$ cat src/rtl/pst_pkg.sv
// Shared constants and types for the phase-target stimulus encoder and its
// neighbours (winner mapping, replay controller).
package pst_pkg;

  localparam int THRESHOLD_DEF = 200;
  localparam int CYCLE_LEN     = 256;
  localparam int NCH_DEF       = 4;

  // Pair-index phase map: the phase at which each channel pair is signalled.
  localparam logic [7:0] PH_AB = 8'd0;
  localparam logic [7:0] PH_AC = 8'd43;
  localparam logic [7:0] PH_AD = 8'd85;
  localparam logic [7:0] PH_BC = 8'd128;
  localparam logic [7:0] PH_BD = 8'd170;
  localparam logic [7:0] PH_CD = 8'd213;

  typedef enum logic [1:0] {
    ST_IDLE  = 2'd0,
    ST_DIV   = 2'd1,
    ST_STAGE = 2'd2
  } pst_state_e;

  // A target phase of 0 is encoded as phase 1 (maximum current).
  function automatic logic [7:0] eff_phase(input logic [7:0] t);
    return (t == 8'd0) ? 8'd1 : t;
  endfunction

endpackage

$ cat src/rtl/pst_ceil_div.sv
// Sequential 9-bit by 8-bit restoring divider: one load clock, then nine
// iterations; o_done pulses for the clock after the last iteration.
module pst_ceil_div (
  input  logic       clk,
  input  logic       rst,
  input  logic       i_start,
  input  logic [8:0] i_num,
  input  logic [7:0] i_den,
  output logic       o_done,
  output logic [7:0] o_quo
);

  logic [8:0] r_quo;
  logic [7:0] r_rem;
  logic [7:0] r_den;
  logic [3:0] r_cnt;
  logic       r_busy;
  logic       r_done;

  logic [8:0] w_shift;
  logic       w_ge;
  logic [7:0] w_sub;

  // Remainder stays below the divisor, so the shifted value fits 9 bits and
  // a successful subtraction always fits 8.
  assign w_shift = {r_rem, r_quo[8]};
  assign w_ge    = (w_shift >= {1'b0, r_den});
  assign w_sub   = w_shift[7:0] - r_den;

  always_ff @(posedge clk or posedge rst) begin
    if (rst) begin
      r_quo  <= '0;
      r_rem  <= '0;
      r_den  <= '0;
      r_cnt  <= '0;
      r_busy <= 1'b0;
      r_done <= 1'b0;
    end else begin
      r_done <= 1'b0;
      if (i_start) begin
        r_quo  <= i_num;
        r_rem  <= '0;
        r_den  <= i_den;
        r_cnt  <= 4'd9;
        r_busy <= 1'b1;
      end else if (r_busy) begin
        if (w_ge) begin
          r_rem <= w_sub;
          r_quo <= {r_quo[7:0], 1'b1};
        end else begin
          r_rem <= w_shift[7:0];
          r_quo <= {r_quo[7:0], 1'b0};
        end
        r_cnt <= r_cnt - 4'd1;
        if (r_cnt == 4'd1) begin
          r_busy <= 1'b0;
          r_done <= 1'b1;
        end
      end
    end
  end

  assign o_done = r_done;
  assign o_quo  = r_quo[7:0];

endmodule

$ cat src/rtl/pst_stim_encoder.sv
// Phase-target stimulus encoder: turns four target firing phases into constant
// neuron currents and applies them on gamma cycle_start for a held number of cycles.
module pst_stim_encoder
  import pst_pkg::*;
#(
  parameter int THRESHOLD = THRESHOLD_DEF,
  parameter int NCH       = NCH_DEF
) (
  input  logic        clk,
  input  logic        rst,
  input  logic        cycle_start,
  input  logic        req_valid,
  output logic        req_ready,
  input  logic [31:0] req_phase,
  input  logic [3:0]  req_en,
  input  logic [7:0]  req_hold,
  output logic [7:0]  cur0,
  output logic [7:0]  cur1,
  output logic [7:0]  cur2,
  output logic [7:0]  cur3,
  output logic        active,
  output logic        applied,
  output logic [7:0]  hold_left,
  output logic [1:0]  dbg_state,
  output logic        dbg_staged_full
);

  localparam logic [8:0] THR9 = 9'(THRESHOLD);

  // Handshake: a request transfers on the clock edge where req_valid and
  // req_ready are both high; req_ready is high only in IDLE with nothing staged.

  pst_state_e r_state;
  logic [31:0] r_phase;
  logic [3:0]  r_en;
  logic [7:0]  r_hold;
  logic [1:0]  r_ch;
  logic [3:0]  r_cnt;
  logic [1:0]  r_div_ch;
  logic        r_staged;
  logic [7:0]  r_stage [NCH];
  logic [7:0]  r_cur   [NCH];
  logic [7:0]  r_hold_left;
  logic        r_active;
  logic        r_applied;

  logic [7:0]  w_t;
  logic [8:0]  w_num;
  logic        w_start;
  logic        w_done;
  logic [7:0]  w_quo;
  logic [7:0]  w_hold_eff;
  logic        w_last_ch;

  assign w_t        = r_phase[{r_ch, 3'b000} +: 8];
  assign w_num      = THR9 + {1'b0, eff_phase(w_t)} - 9'd1;
  assign w_start    = (r_state == ST_DIV) && (r_cnt == 4'd0) && r_en[r_ch];
  assign w_hold_eff = (r_hold == 8'd0) ? 8'd1 : r_hold;
  assign w_last_ch  = (r_ch == 2'(NCH - 1));

  assign req_ready  = (r_state == ST_IDLE) && !r_staged && !rst;

  pst_ceil_div u_div (
    .clk     (clk),
    .rst     (rst),
    .i_start (w_start),
    .i_num   (w_num),
    .i_den   (eff_phase(w_t)),
    .o_done  (w_done),
    .o_quo   (w_quo)
  );

  always_ff @(posedge clk or posedge rst) begin
    if (rst) begin
      r_state     <= ST_IDLE;
      r_phase     <= '0;
      r_en        <= '0;
      r_hold      <= '0;
      r_ch        <= '0;
      r_cnt       <= '0;
      r_div_ch    <= '0;
      r_staged    <= 1'b0;
      r_hold_left <= '0;
      r_active    <= 1'b0;
      r_applied   <= 1'b0;
      for (int c = 0; c < NCH; c++) begin
        r_stage[c] <= '0;
        r_cur[c]   <= '0;
      end
    end else begin
      r_applied <= 1'b0;

      // The quotient settles one clock after the last iteration; it lands
      // while the sequencer is already on the next channel or in STAGE.
      if (w_done) r_stage[r_div_ch] <= w_quo;

      case (r_state)
        ST_IDLE: begin
          if (req_valid && req_ready) begin
            r_phase <= req_phase;
            r_en    <= req_en;
            r_hold  <= req_hold;
            r_ch    <= '0;
            r_cnt   <= '0;
            for (int c = 0; c < NCH; c++) r_stage[c] <= '0;
            r_state <= ST_DIV;
          end
        end
        ST_DIV: begin
          if (r_cnt == 4'd0 && r_en[r_ch]) begin
            r_cnt    <= 4'd1;
            r_div_ch <= r_ch;
          end else if (r_cnt == 4'd0 || r_cnt == 4'd9) begin
            r_cnt <= '0;
            if (w_last_ch) r_state <= ST_STAGE;
            else           r_ch    <= r_ch + 2'd1;
          end else begin
            r_cnt <= r_cnt + 4'd1;
          end
        end
        ST_STAGE: begin
          r_staged <= 1'b1;
          r_state  <= ST_IDLE;
        end
        default: r_state <= ST_IDLE;
      endcase

      // A staged request only takes over when the running hold is on its last cycle.
      if (cycle_start) begin
        if (r_staged && r_hold_left <= 8'd1) begin
          r_cur       <= r_stage;
          r_hold_left <= w_hold_eff;
          r_active    <= 1'b1;
          r_applied   <= 1'b1;
          r_staged    <= 1'b0;
        end else if (r_hold_left == 8'd1) begin
          for (int c = 0; c < NCH; c++) r_cur[c] <= '0;
          r_hold_left <= '0;
          r_active    <= 1'b0;
        end else if (r_hold_left > 8'd1) begin
          r_hold_left <= r_hold_left - 8'd1;
        end
      end
    end
  end

  assign cur0            = r_cur[0];
  assign cur1            = r_cur[1];
  assign cur2            = r_cur[2];
  assign cur3            = r_cur[3];
  assign active          = r_active;
  assign applied         = r_applied;
  assign hold_left       = r_hold_left;
  assign dbg_state       = r_state;
  assign dbg_staged_full = r_staged;

endmodule

$ cat config.mk
export PLATFORM = sky130hd
export DESIGN_NAME = pst_stim_encoder
export DESIGN_NICKNAME = d
export VERILOG_FILES = /design/src/rtl/pst_pkg.sv /design/src/rtl/pst_ceil_div.sv /design/src/rtl/pst_stim_encoder.sv
export SDC_FILE = /design/constraint.sdc
export NUM_CORES = 1
export LEC_CHECK = 0
export BUFFER_PORTS_ARGS = -buffer_cell sky130_fd_sc_hd__buf_2
export CAP_MARGIN = 20
export CELL_PAD_IN_SITES_DETAIL_PLACEMENT = 1
export CELL_PAD_IN_SITES_GLOBAL_PLACEMENT = 1
export CORE_MARGIN = 4
export CORE_UTILIZATION = 47
export CTS_BUF_LIST = sky130_fd_sc_hd__clkbuf_8
export CTS_CLUSTER_SIZE = 25
export DETAILED_ROUTE_END_ITERATION = 16
export GPL_ROUTABILITY_DRIVEN = 1
export PLACE_DENSITY_LB_ADDON = 0.1
export SYNTH_ARGS = -nofsm -noshare
export SYNTH_HDL_FRONTEND = slang
export SYNTH_SLANG_ARGS = --single-unit
$ cat constraint.sdc
create_clock -name clk -period 5.5 [get_ports clk]
set_clock_uncertainty 0.2 [all_clocks]
set_input_delay 0 -clock clk [delete_from_list [all_inputs] [get_ports clk]]
set_output_delay 0 -clock clk [all_outputs]
set_load 0.01 [all_outputs]
==> key figures <==
GRT
  • Total track usage: 28.30%
  • Vias in the first global route: 6849
  • Grt total ovfl: 0
  • Antenna violations before repair: 2
  • Largest net degree at the start of global routing: 116
  • First-pass GRT wire length: 39140 um

Power
  • NetSw: 2.549 mW
  • Switching part of the total: 42.17%
  • Clk pwr share: 16.5%
  • Pwr Density: 639.5 nW/um^2
  • Pleak: 4.738 nW
  • Internal: 3.495 mW
  • Flop pwr share: 39.2%
  • Peak supply drop: 0.0003030 V
  • Comb power frac: 44.3%

Cells and area
  • Biggest registers after layout: r_phase (32), r_stage (32), u_div.r_quo (9)
  • Register area: 4004 um^2
  • Post-route insts no fill: 1115
  • Area of the multi-input gates: 3123 um^2
  • Commonest non-fill, non-tap cells in the layout: nand2_1, dfrtp_1, buf_2, dlygate4sd3_1, nor2_1
  • Area Growth Syn to Fin: 27.47%
  • Most common cell after layout, fill and taps aside: nand2_1
  • Final net count: 955
  • Layout cells sized above 1: 16.52%
  • Filler instances: 1648

Floorplan
  • Initial Util: 48.42%
  • IO Pins: 94
  • Die Area: 17850 um^2
  • Row Count: 45
  • Die width: 133.6 um
  • Core area: 15310 um^2
  • Die Height: 133.6 um

Routing
  • ANT nets after route: 0
  • DRC violations left: 0
  • Total number of vias: 6472
  • DR pass1 iterations: 5
  • DRT iter0 DRCs: 463
  • Final wirelength: 25300 um
  • Routed len/inst: 22.69 um
  • Avg Vias per Cell: 5.804

Logic synthesis
  • Asr flop ratio synth: 100.0%
  • Register area share after synthesis: 54.00%
  • Synthesized instance count: 715
  • Synth unique cells: 57
  • Synthesized area per cell: 10.37 um^2
  • Synth warn: 0
  • Ys flop type: dfrtp_1
  • Post-synth design cell area: 7415 um^2
  • Synthesized flop and latch total: 160
  • Post-synth net total: 781
  • EDFF count, synth: 0

Clock network
  • Worst-path clk slew: 0.11 ns
  • Clock insertion delay at the later pin of the skew report: 0.48 ns
  • H-tree levels: 4
  • TritonCTS buffer count: 17
  • Setup bufs post-CTS: 0
  • Clock Path Buffers: 2
  • Clock Sinks: 160
  • TritonCTS clock tree: built
  • CTS root buf: clkbuf_8

Timing
  • # setup viols final: 0
  • Final period utilization: 66.74%
  • Final Hold Viols: 0
  • RSZ-0062 raised after global routing: no
  • Relative slew slack: 28.88%
  • Fin Setup TNS: 0 ns
  • Worst-margin pin slew: 1.067 ns
  • Period minus WS final: 3.671 ns
  • Max Slew Vio Count: 0
  • FMAX: 272.4 MHz
  • Final worst slack: 1.829 ns

Worst hold path
  • Hold crit path type: primary input to flop

Placement
  • Place WS: 2.219 ns
  • # port buffers: 93
  • Placed cell count: 986
  • DP HPWL: 12760 um
  • Routability Congestion: 0.8715

Status
  • Run status: finished clean

Setup path
  • Worst Setup Start Kind: primary input
  • Worst Path Max Fanout: 45
  • CP Class: primary input to flop
  • Crit path required time: 5.71 ns
  • Critical path arrival: 3.88 ns
  • Critical Path Sink Type: flop

Run
  • Max-cap viol count: 0
-- Yosys cell counts (9+ instances only) --
library cell  instances  area share, %
clkbuf_1             18           0.91
nor2_1               55            2.8
nand2_1             170            8.6
a21oi_1              15            1.0
nor2b_1              11           0.93
a22o_1               32            3.8
o21ai_0              43            2.9
dfrtp_1             160             54
nor4_1               10           0.84
buf_2                 9           0.61
mux2i_1              41            5.5
inv_1                25            1.3
ha_1                 17            2.9
-- worst max-delay path: stages --
cell           delay (ns)
dlygate4sd3_1        0.55
dlygate4sd3_1        0.60
buf_2                0.17
nor4_1               0.42
and2_2               0.70
buf_4                0.53
nand2_1              0.14
nand2_1              0.13
dlygate4sd3_1        0.60
-- layer usage --
metal	GRT usage, %	routed length (um)	vias to the layer above
met4	12.63	1068	0
li1	-	-	2828
met3	5.853	1106	76
met5	0	0	-
met1	33.75	9915	3349
met2	49.46	13210	219
-- power by group through the flow --
stage | registers (mW) | logic [mW] | clock network [mW]
global route | 2.43 | 2.94 | 1.06
detailed placement | 2.31 | 2.21 | 0
finish | 2.37 | 2.68 | 0.995
global placement | 2.28 | 2.06 | 0
CTS | 2.30 | 2.49 | 0.995
floorplan | 2.15 | 1.62 | 0
-- metrics by stage --
step	hold slack (ns)	power (mW)	util [%]	instance area, um^2
final	0.1576	6.044	61.72	9452
after CTS	0.06180	5.787	61.05	9349
after global placement	-0.01156	4.342	52.19	7993
after detailed placement	-0.002636	4.520	52.22	7998
after global routing	0.1579	6.436	61.72	9452
after floorplan	-0.1414	3.766	-	7415
-- timing repair --
action / CTS / global route
gates resized for setup: 0 / 0
hold buffers: 90 / 1
endpoints found under the hold margin: 169 / 35
-- final timing paths --
| check | from | endpoint | slack [ns] | cells after the start |
|---|---|---|---|---|
| min in group asynchronous | rst | r_hold[0] | 0.50 | 4 |
| worst max-delay path | rst | r_en[1] | 1.83 | 9 |
| worst max register to register | r_ch[0] | u_div.r_quo[6] | 2.02 | 9 |
| max in group asynchronous | rst | r_stage[19] | 3.66 | 5 |
| worst min-delay path | req_hold[6] | r_hold[6] | 0.16 | 4 |
| worst min register to register | active | active | 0.29 | 1 |
-- kinds of logic after synthesis --
group                      count (synthesis)  synth area share, %
and+or+nand+nor                          283                16.76
AOI/OAI and AO/OA                        128                12.15
xor gates and xnor gates                  10                1.181
muxes                                     52                8.876
buffers and inverters                     64                3.898
DFF                                      160                54.00
adders and majority gates                 18                3.139
-- final cells by class --
class                           instances  share of cell area [%]
Antenna cell                            2                 0.05295
Clock buffer                           18                   2.621
Timing Repair Buffer                  194                   15.94
Tap cell                              211                   2.793
Inverter                               25                   1.046
Multi-Input combinational cell        491                   33.04
Sequential cell                       160                   42.36
Clock inverter                         14                   2.145
Power figures use the tool's default switching activity.
